$ cat src/rtl/frame_scanner.sv
// Snapshots game-core object positions and score, then streams one tile code per
// playfield cell (row-major) followed by three score-digit HUD tiles over valid/ready.
module frame_scanner #(
  parameter int COLS = 20,
  parameter int ROWS = 15
) (
  input  logic       clk,
  input  logic       rst_n,
  input  logic       frame_req,
  input  logic [4:0] player_x,
  input  logic [3:0] player_y,
  input  logic [4:0] bullet_x,
  input  logic [3:0] bullet_y,
  input  logic       bullet_active,
  input  logic [4:0] enemy0_x,
  input  logic [3:0] enemy0_y,
  input  logic       enemy0_active,
  input  logic [4:0] enemy1_x,
  input  logic [3:0] enemy1_y,
  input  logic       enemy1_active,
  input  logic [4:0] enemy2_x,
  input  logic [3:0] enemy2_y,
  input  logic       enemy2_active,
  input  logic [7:0] score,
  output logic       out_valid,
  input  logic       out_ready,
  output logic [4:0] out_tile,
  output logic [4:0] out_x,
  output logic [3:0] out_y,
  output logic       out_last,
  output logic       busy,
  output logic       frame_done
);

  localparam logic [1:0] S_IDLE = 2'd0;
  localparam logic [1:0] S_SCAN = 2'd1;
  localparam logic [1:0] S_HUD  = 2'd2;
  localparam logic [1:0] S_DONE = 2'd3;

  localparam logic [4:0] X_LAST = 5'(COLS - 1);
  localparam logic [3:0] Y_LAST = 4'(ROWS - 1);
  localparam logic [3:0] Y_HUD  = 4'(ROWS);

  logic [1:0] state_reg;
  logic [4:0] x_reg;
  logic [3:0] y_reg;
  logic       busy_reg;

  logic [4:0] ply_x_reg, blt_x_reg;
  logic [3:0] ply_y_reg, blt_y_reg;
  logic       blt_act_reg;
  logic [1:0] dig_h_reg;
  logic [3:0] dig_t_reg, dig_u_reg;

  logic [4:0] en_x_in [3];
  logic [3:0] en_y_in [3];
  logic [2:0] en_act_in;
  logic [2:0] en_hit;

  logic       accept;
  logic       xfer;
  logic [7:0] hund_full;
  logic [7:0] rem_full;
  logic       bullet_hit;
  logic [4:0] tile_next;

  assign accept = (state_reg == S_IDLE) && frame_req;
  assign xfer   = out_valid && out_ready;

  assign en_x_in   = '{enemy0_x, enemy1_x, enemy2_x};
  assign en_y_in   = '{enemy0_y, enemy1_y, enemy2_y};
  assign en_act_in = {enemy2_active, enemy1_active, enemy0_active};

  // Digits are split at snapshot time so the HUD beats need no divider in the output path.
  assign hund_full = score / 8'd100;
  assign rem_full  = score % 8'd100;

  genvar gi;
  generate
    for (gi = 0; gi < 3; gi++) begin : g_enemy
      logic [4:0] ex_reg;
      logic [3:0] ey_reg;
      logic       eact_reg;

      always_ff @(posedge clk or negedge rst_n) begin
        if (!rst_n) begin
          ex_reg   <= '0;
          ey_reg   <= '0;
          eact_reg <= 1'b0;
        end else if (accept) begin
          ex_reg   <= en_x_in[gi];
          ey_reg   <= en_y_in[gi];
          eact_reg <= en_act_in[gi];
        end
      end

      assign en_hit[gi] = eact_reg && (ex_reg == x_reg) && (ey_reg == y_reg);
    end
  endgenerate

  assign bullet_hit = blt_act_reg && (blt_x_reg == x_reg) && (blt_y_reg == y_reg);

  always_comb begin
    tile_next = 5'd0;
    if (state_reg == S_SCAN) begin
      if (bullet_hit && (|en_hit))     tile_next = 5'd4;
      else if (bullet_hit)             tile_next = 5'd3;
      else if (|en_hit)                tile_next = 5'd2;
      else if ((ply_x_reg == x_reg) && (ply_y_reg == y_reg)) tile_next = 5'd1;
    end else if (state_reg == S_HUD) begin
      case (x_reg)
        5'd0:    tile_next = 5'd16 + {3'd0, dig_h_reg};
        5'd1:    tile_next = 5'd16 + {1'b0, dig_t_reg};
        default: tile_next = 5'd16 + {1'b0, dig_u_reg};
      endcase
    end
  end

  always_ff @(posedge clk or negedge rst_n) begin
    if (!rst_n) begin
      ply_x_reg   <= '0;
      ply_y_reg   <= '0;
      blt_x_reg   <= '0;
      blt_y_reg   <= '0;
      blt_act_reg <= 1'b0;
      dig_h_reg   <= '0;
      dig_t_reg   <= '0;
      dig_u_reg   <= '0;
    end else if (accept) begin
      ply_x_reg   <= player_x;
      ply_y_reg   <= player_y;
      blt_x_reg   <= bullet_x;
      blt_y_reg   <= bullet_y;
      blt_act_reg <= bullet_active;
      dig_h_reg   <= hund_full[1:0];
      dig_t_reg   <= 4'(rem_full / 8'd10);
      dig_u_reg   <= 4'(rem_full % 8'd10);
    end
  end

  always_ff @(posedge clk or negedge rst_n) begin
    if (!rst_n) begin
      state_reg <= S_IDLE;
      x_reg     <= '0;
      y_reg     <= '0;
      busy_reg  <= 1'b0;
    end else begin
      case (state_reg)
        S_IDLE: if (frame_req) begin
          state_reg <= S_SCAN;
          x_reg     <= '0;
          y_reg     <= '0;
          busy_reg  <= 1'b1;
        end
        S_SCAN: if (xfer) begin
          if (x_reg == X_LAST) begin
            x_reg <= '0;
            if (y_reg == Y_LAST) begin
              y_reg     <= Y_HUD;
              state_reg <= S_HUD;
            end else begin
              y_reg <= y_reg + 4'd1;
            end
          end else begin
            x_reg <= x_reg + 5'd1;
          end
        end
        S_HUD: if (xfer) begin
          if (x_reg == 5'd2) begin
            state_reg <= S_DONE;
            busy_reg  <= 1'b0;
          end else begin
            x_reg <= x_reg + 5'd1;
          end
        end
        default: state_reg <= S_IDLE;
      endcase
    end
  end

  assign out_valid  = (state_reg == S_SCAN) || (state_reg == S_HUD);
  assign out_tile   = tile_next;
  assign out_x      = x_reg;
  assign out_y      = y_reg;
  assign out_last   = (state_reg == S_HUD) && (x_reg == 5'd2);
  assign busy       = busy_reg;
  assign frame_done = (state_reg == S_DONE);

endmodule

$ cat config.mk
export PLATFORM = sky130hd
export DESIGN_NAME = frame_scanner
export DESIGN_NICKNAME = d
export VERILOG_FILES = /design/src/rtl/frame_scanner.sv
export SDC_FILE = /design/constraint.sdc
export NUM_CORES = 1
export LEC_CHECK = 0
export ABC_AREA = 1
export CAP_MARGIN = 10
export CORE_MARGIN = 4
export CORE_UTILIZATION = 40
export DETAILED_ROUTE_END_ITERATION = 7
export DONT_BUFFER_PORTS = 1
export GPL_TIMING_DRIVEN = 0
export PLACE_DENSITY = 0.54
export SLEW_MARGIN = 25
export SYNTH_ARGS = -nofsm -noshare
export SYNTH_HDL_FRONTEND = slang
export SYNTH_SLANG_ARGS = --single-unit
$ cat constraint.sdc
create_clock -name clk -period 2.2 [get_ports clk]
set_clock_uncertainty 0.1 [all_clocks]
set_input_delay 0.44 -clock clk [delete_from_list [all_inputs] [get_ports clk]]
set_output_delay 0.44 -clock clk [all_outputs]
set_load 0.05 [all_outputs]
---- Yosys cells after proc, flatten, opt, wreduce, memory -nomap -nowiden ----
Cells that the tools add are included.
word-level totals
  word-level logic and storage cells ...... 107
  output and inout port bits .............. 18
  register bits after elaboration ......... 71
  input port bits ......................... 61
operators by class
  eq/ne operators ......................... 24
  div/mod/pow operators ................... 4
  muxes and demuxes ....................... 29
  reduce and logical (&&, ||, !) cells .... 24
  add/sub/neg operators ................... 5
operator list
  cell                                                  count
  2-to-1 mux 5 bit                                      7
  equality test 5 bit                                   5
  equality test 4 bit                                   5
  2-to-1 mux 2 bit                                      8
  2-to-1 mux 4 bit                                      4
  case mux 5 bit (3 select lines)                       1
  logical AND 1 bit                                     13
  != test 2 bit, second input constant                  6
  adder 5 x 4 -> 5 bit, first input constant            2
  case mux 5 bit (2 select lines)                       1
  divider 8 x 4 -> 8 bit, second input constant         1
  divider 8 x 7 -> 8 bit, second input constant         1
  remainder unit 8 x 4 -> 8 bit, second input constant  1
  remainder unit 8 x 7 -> 8 bit, second input constant  1
  case mux 4 bit (2 select lines)                       1
  AND reduction 4 bit                                   2
  case mux 2 bit (3 select lines)                       1
  AND reduction 6 bit                                   1
  adder 5 x 1 -> 5 bit, second input constant           1
  adder 5 x 2 -> 5 bit, first input constant            1
  equality test 5 x 1 -> 1 bit, second input constant   1
  equality test 5 x 2 -> 1 bit, second input constant   1
  equality test 5 bit, second input constant            1
  zero test 5 bit                                       1
  14 further kinds                                      19

---- Logic depth before layout (Yosys ltp) ----
  word-level depth ........................ 8
  gate-level depth with buffers ........... 27
  depth with buffers taken out ............ 27

---- Worst setup path before layout ----
No wires, ideal clock.
  path kind ............................... flip-flop to output port
  start ................................... register x_reg[0] (netlist: out_x[0])
  end ..................................... output port out_tile[0]
  arrival time ............................ 3.072 ns
  buffers on the path ..................... 0
  data required time ...................... 1.660 ns
  path slack .............................. -1.412 ns
  stages on the path, launching flop included .. 7
  path through ............................ dfrtp_1 clkinv_1 a221oi_1 nand2_1 a2111oi_0 o21ai_0 o21ai_0
between the ends
  word-level cells in the longest chain between the ends .. 8
  elaborated cells between the ends (all ways) .. 25
  classes of those cells .................. 6 x eq/ne; 7 x mux; 12 x reduce/logical
RTL lines
  element                          RTL line  text
  start, declared                  45        logic [4:0] x_reg;
  start signal, assigned           165       x_reg <= x_reg + 5'd1;
  start signal, assigned           173       x_reg <= x_reg + 5'd1;
  equality test 5 bit              97        assign en_hit[gi] = eact_reg && (ex_reg == x_reg) && (ey_reg == y_reg);
  logical AND 1 bit (2 in series)  97
  OR reduction 3 bit               106, 108
  2-to-1 mux 2 bit                 108       else if (|en_hit) tile_next = 5'd2;
  2-to-1 mux 2 bit                 107       else if (bullet_hit) tile_next = 5'd3;
  2-to-1 mux 3 bit                 106       if (bullet_hit && (|en_hit)) tile_next = 5'd4;
  2-to-1 mux 5 bit *               105       if (state_reg == S_SCAN) begin
  end, declared                    27        output logic [4:0] out_tile,
Every way passes the cells marked *; elsewhere a longest branch is shown, timed or not.

---- Worst setup path after layout ----
  start ................................... register y_reg[2] (netlist: out_y[2])
  end ..................................... output port out_tile[1]
between the ends
  word-level cells in the longest chain between the ends .. 7
  elaborated cells between the ends (all ways) .. 14
  classes of those cells .................. 4 x eq/ne; 4 x mux; 6 x reduce/logical
RTL lines
  element                 RTL line  text
  start, declared         46        logic [3:0] y_reg;
  start signal, assigned  162       y_reg <= y_reg + 4'd1;
  equality test 4 bit     97
  logical AND 1 bit       97
  OR reduction 3 bit      106, 108
  2-to-1 mux 2 bit        108
  2-to-1 mux 2 bit        107
  2-to-1 mux 3 bit *      106
  2-to-1 mux 5 bit *      105
Marked as above.

==> metrics <==
status=finished with violations; failing checks=negative setup slack; Synth warnings=0; antenna violations before repair=0; nets@finish=670; Yosys reg bits=around 70; Final setup viols=8; die width=between 100 and 150 um; Post-DRT Antenna Nets=0; PwrDens=roughly 1300 nW/um^2; cells after synthesis=560; Setup WS pre-CTS=-1.02 ns; CTS tree=yes; area of the multi-input gates=around 2600 um^2; CTS root buf=clkbuf_8; RSZ-0062 raised after global routing=yes; total of max-cap violations=0; Reg2Reg Depth=12; fraction of layout cells with a size suffix above 1=0.280; nature of the critical path startpoint=register; Final Hold Vio Count=0; I/O Buffers=0; Pwr Total=a little under 7 mW; fin. max-slew vios=0; clock latency on the worst-skew pair=around 0.35 ns; element type at the critical path end=output port; commonest non-fill, non-tap cell in the layout=nand2_1; die height=between 100 and 150 um; num ports=roughly 80; first-pass GRT wire length=19.3 mm; most frequent cells in the layout=206 x nand2_1, 62 x dfrtp_1, 31 x inv_1, 24 x buf_4, 23 x o21ai_0; Post-synth EDFFs=0; Die ar.=about 12,000 um^2; aggregate global routing overflow=0; clock sinks=71; period utilization=1.43; Peak Freq=318 MHz; relative slew slack=0.646; Final GP Congestion=a little over 0.8; area of the core=slightly above 10,000 um^2; WS Path Type=reg2out; sequential area share after synthesis=0.422; Tot GR Track Use=0.196; Top FF cell, synth=dfrtp_1; highest ir drop seen on vdd=approximately 550 uV; Hold Path Sink=g_enemy[2].ex_reg[4]; syn avg cell area=about 7.5 um^2; fin crit period=between 3 and 4 ns; initial DRC count=between 150 and 200; ys async rst share=1.00; drt pass-1 iters=4; Critical R2R Capture=out_x[4]; ant diodes=0; Clock Pin Slew Worst Setup and Hold Paths=about 0.080 ns; routed wire length=roughly 12 mm; min setup slack post-route=-0.949 ns; crit-path max FO=2; hold path depth=2; Pleak=between 2 and 3 nW; Finished Cell Area=5390 um^2; Reg area=~1800 um^2; Via density=about 5; DRC violations left=0; Netlist Area Pre-Place=4210 um^2; via count=between 3k and 4k; Slew @ Worst Pin=about 0.53 ns; CTS Buffer Depth=2; Critical R2R Launch=out_x[3]; Post-Syn Nets=between 600 and 700; WP data required=approximately 1.7 ns; Reg2Reg Setup Slack=-0.02 ns; H-tree depth=3; vias in the first global route=between 3k and 4k; fillers=~1.0k; crit path DAT=about 2.6 ns; CTS Buf Count=9; Placed Cells=between 600 and 700; WL/cell=16.0 um; Hold Crit Start=enemy2_x[4]; Largest register FFs=15; Distinct cells, synth=41; worst hold path class=in2reg; DP Area=around 4500 um^2; Initial Utilization=0.410; largest net degree at the start of global routing=between 70 and 80; Detailed Place HPWL=between 8 and 9 mm; Area growth, synth to finish=27.9%; setup tns final=-3.48 ns; fin cells=739; num rows=37
## cells by family (layout without fill, tap and decap cells)
kind of cell | Yosys count | in the layout | synth area share
AO/OA/AOI/OAI | 66 | 66 | 0.0953
XOR/XNOR | 27 | 27 | 0.0561
adder cells (fa/ha/maj) | 11 | 11 | 0.0327
buffers and inverters | 68 | 111 | 0.0615
flip-flops | 71 | 71 | 0.422
AND/OR/NAND/NOR | 317 | 317 | 0.333
## worst max path at each step
stage	from	end	slack [ns]	cells past startpoint
final	out_y[2]	out_tile[1]	-0.95	11
after global routing	out_x[1]	out_tile[1]	-1.09	11
after CTS	out_y[2]	out_tile[1]	-0.97	10
after detailed placement	out_x[4]	out_tile[0]	-1.02	6
after global placement	out_x[2]	out_tile[0]	-1.04	6
after floorplan	out_x[1]	out_tile[1]	-0.44	11
## where the power goes
part	internal [mW]	switching, mW
registers	1.90	0.650
clock network	0.548	0.505
logic	1.27	2.05
## worst max-delay path, stage by stage (launching register included)
cell     delay, ns
dfrtp_2       0.53
buf_8         0.17
buf_6         0.11
inv_4         0.04
o22ai_2       0.05
or3_1         0.41
o41ai_2       0.28
a31oi_1       0.11
inv_1         0.14
ha_4          0.22
nand2_4       0.07
o21ai_4       0.13
## area by class of cell
| cell class | count | share of cell area |
|---|---|---|
| Multi-Input combinational cell | 421 | 0.484 |
| Sequential cell | 71 | 0.334 |
| Inverter | 50 | 0.0455 |
| Timing Repair Buffer | 27 | 0.0439 |
| Tap cell | 136 | 0.0316 |
| Clock buffer | 10 | 0.0255 |
| Buffer | 18 | 0.0248 |
| Clock inverter | 6 | 0.0111 |
## per-layer routing
metal / vias up / wire length (um) / track usage
li1: 1876 / - / -
met1: 1761 / 5260 / 0.260
met2: 92 / 5550 / 0.305
met3: 12 / 859 / 0.0641
met4: 0 / 148 / 0.0591
met5: - / 0 / 0
## cell usage after synthesis (8+ instances only)
| cell type | count | area (um^2) |
|---|---|---|
| ha_1 | 11 | 138 |
| dfrtp_1 | 71 | 1780 |
| nand3_1 | 26 | 130 |
| xor2_1 | 19 | 166 |
| xnor2_1 | 8 | 70.1 |
| nand2_2 | 16 | 100 |
| a21oi_1 | 11 | 55.1 |
| nor2_1 | 14 | 52.6 |
| o21ai_0 | 29 | 145 |
| nand4_1 | 9 | 56.3 |
| nand2_1 | 226 | 848 |
| inv_1 | 41 | 154 |
| clkbuf_1 | 17 | 63.8 |
## per-stage QoR
stage | utilization | hold WS [ns]
after detailed placement | 0.439 | 0.0463
after floorplan | - | 0.0444
after CTS | 0.489 | 0.0727
after global placement | 0.439 | 0.0464
after global routing | 0.524 | 0.0731
final | 0.524 | 0.0913
## what timing repair did
action | CTS | global route
gates resized for setup | 43 | 75
endpoints found under the hold margin | 71 | 0
endpoints found under the setup margin | 18 | 44
buffers inserted | 8 | 19
pin swaps | 7 | 34
hold buffers | 2 | 0
(Power assumes the default switching activity.)
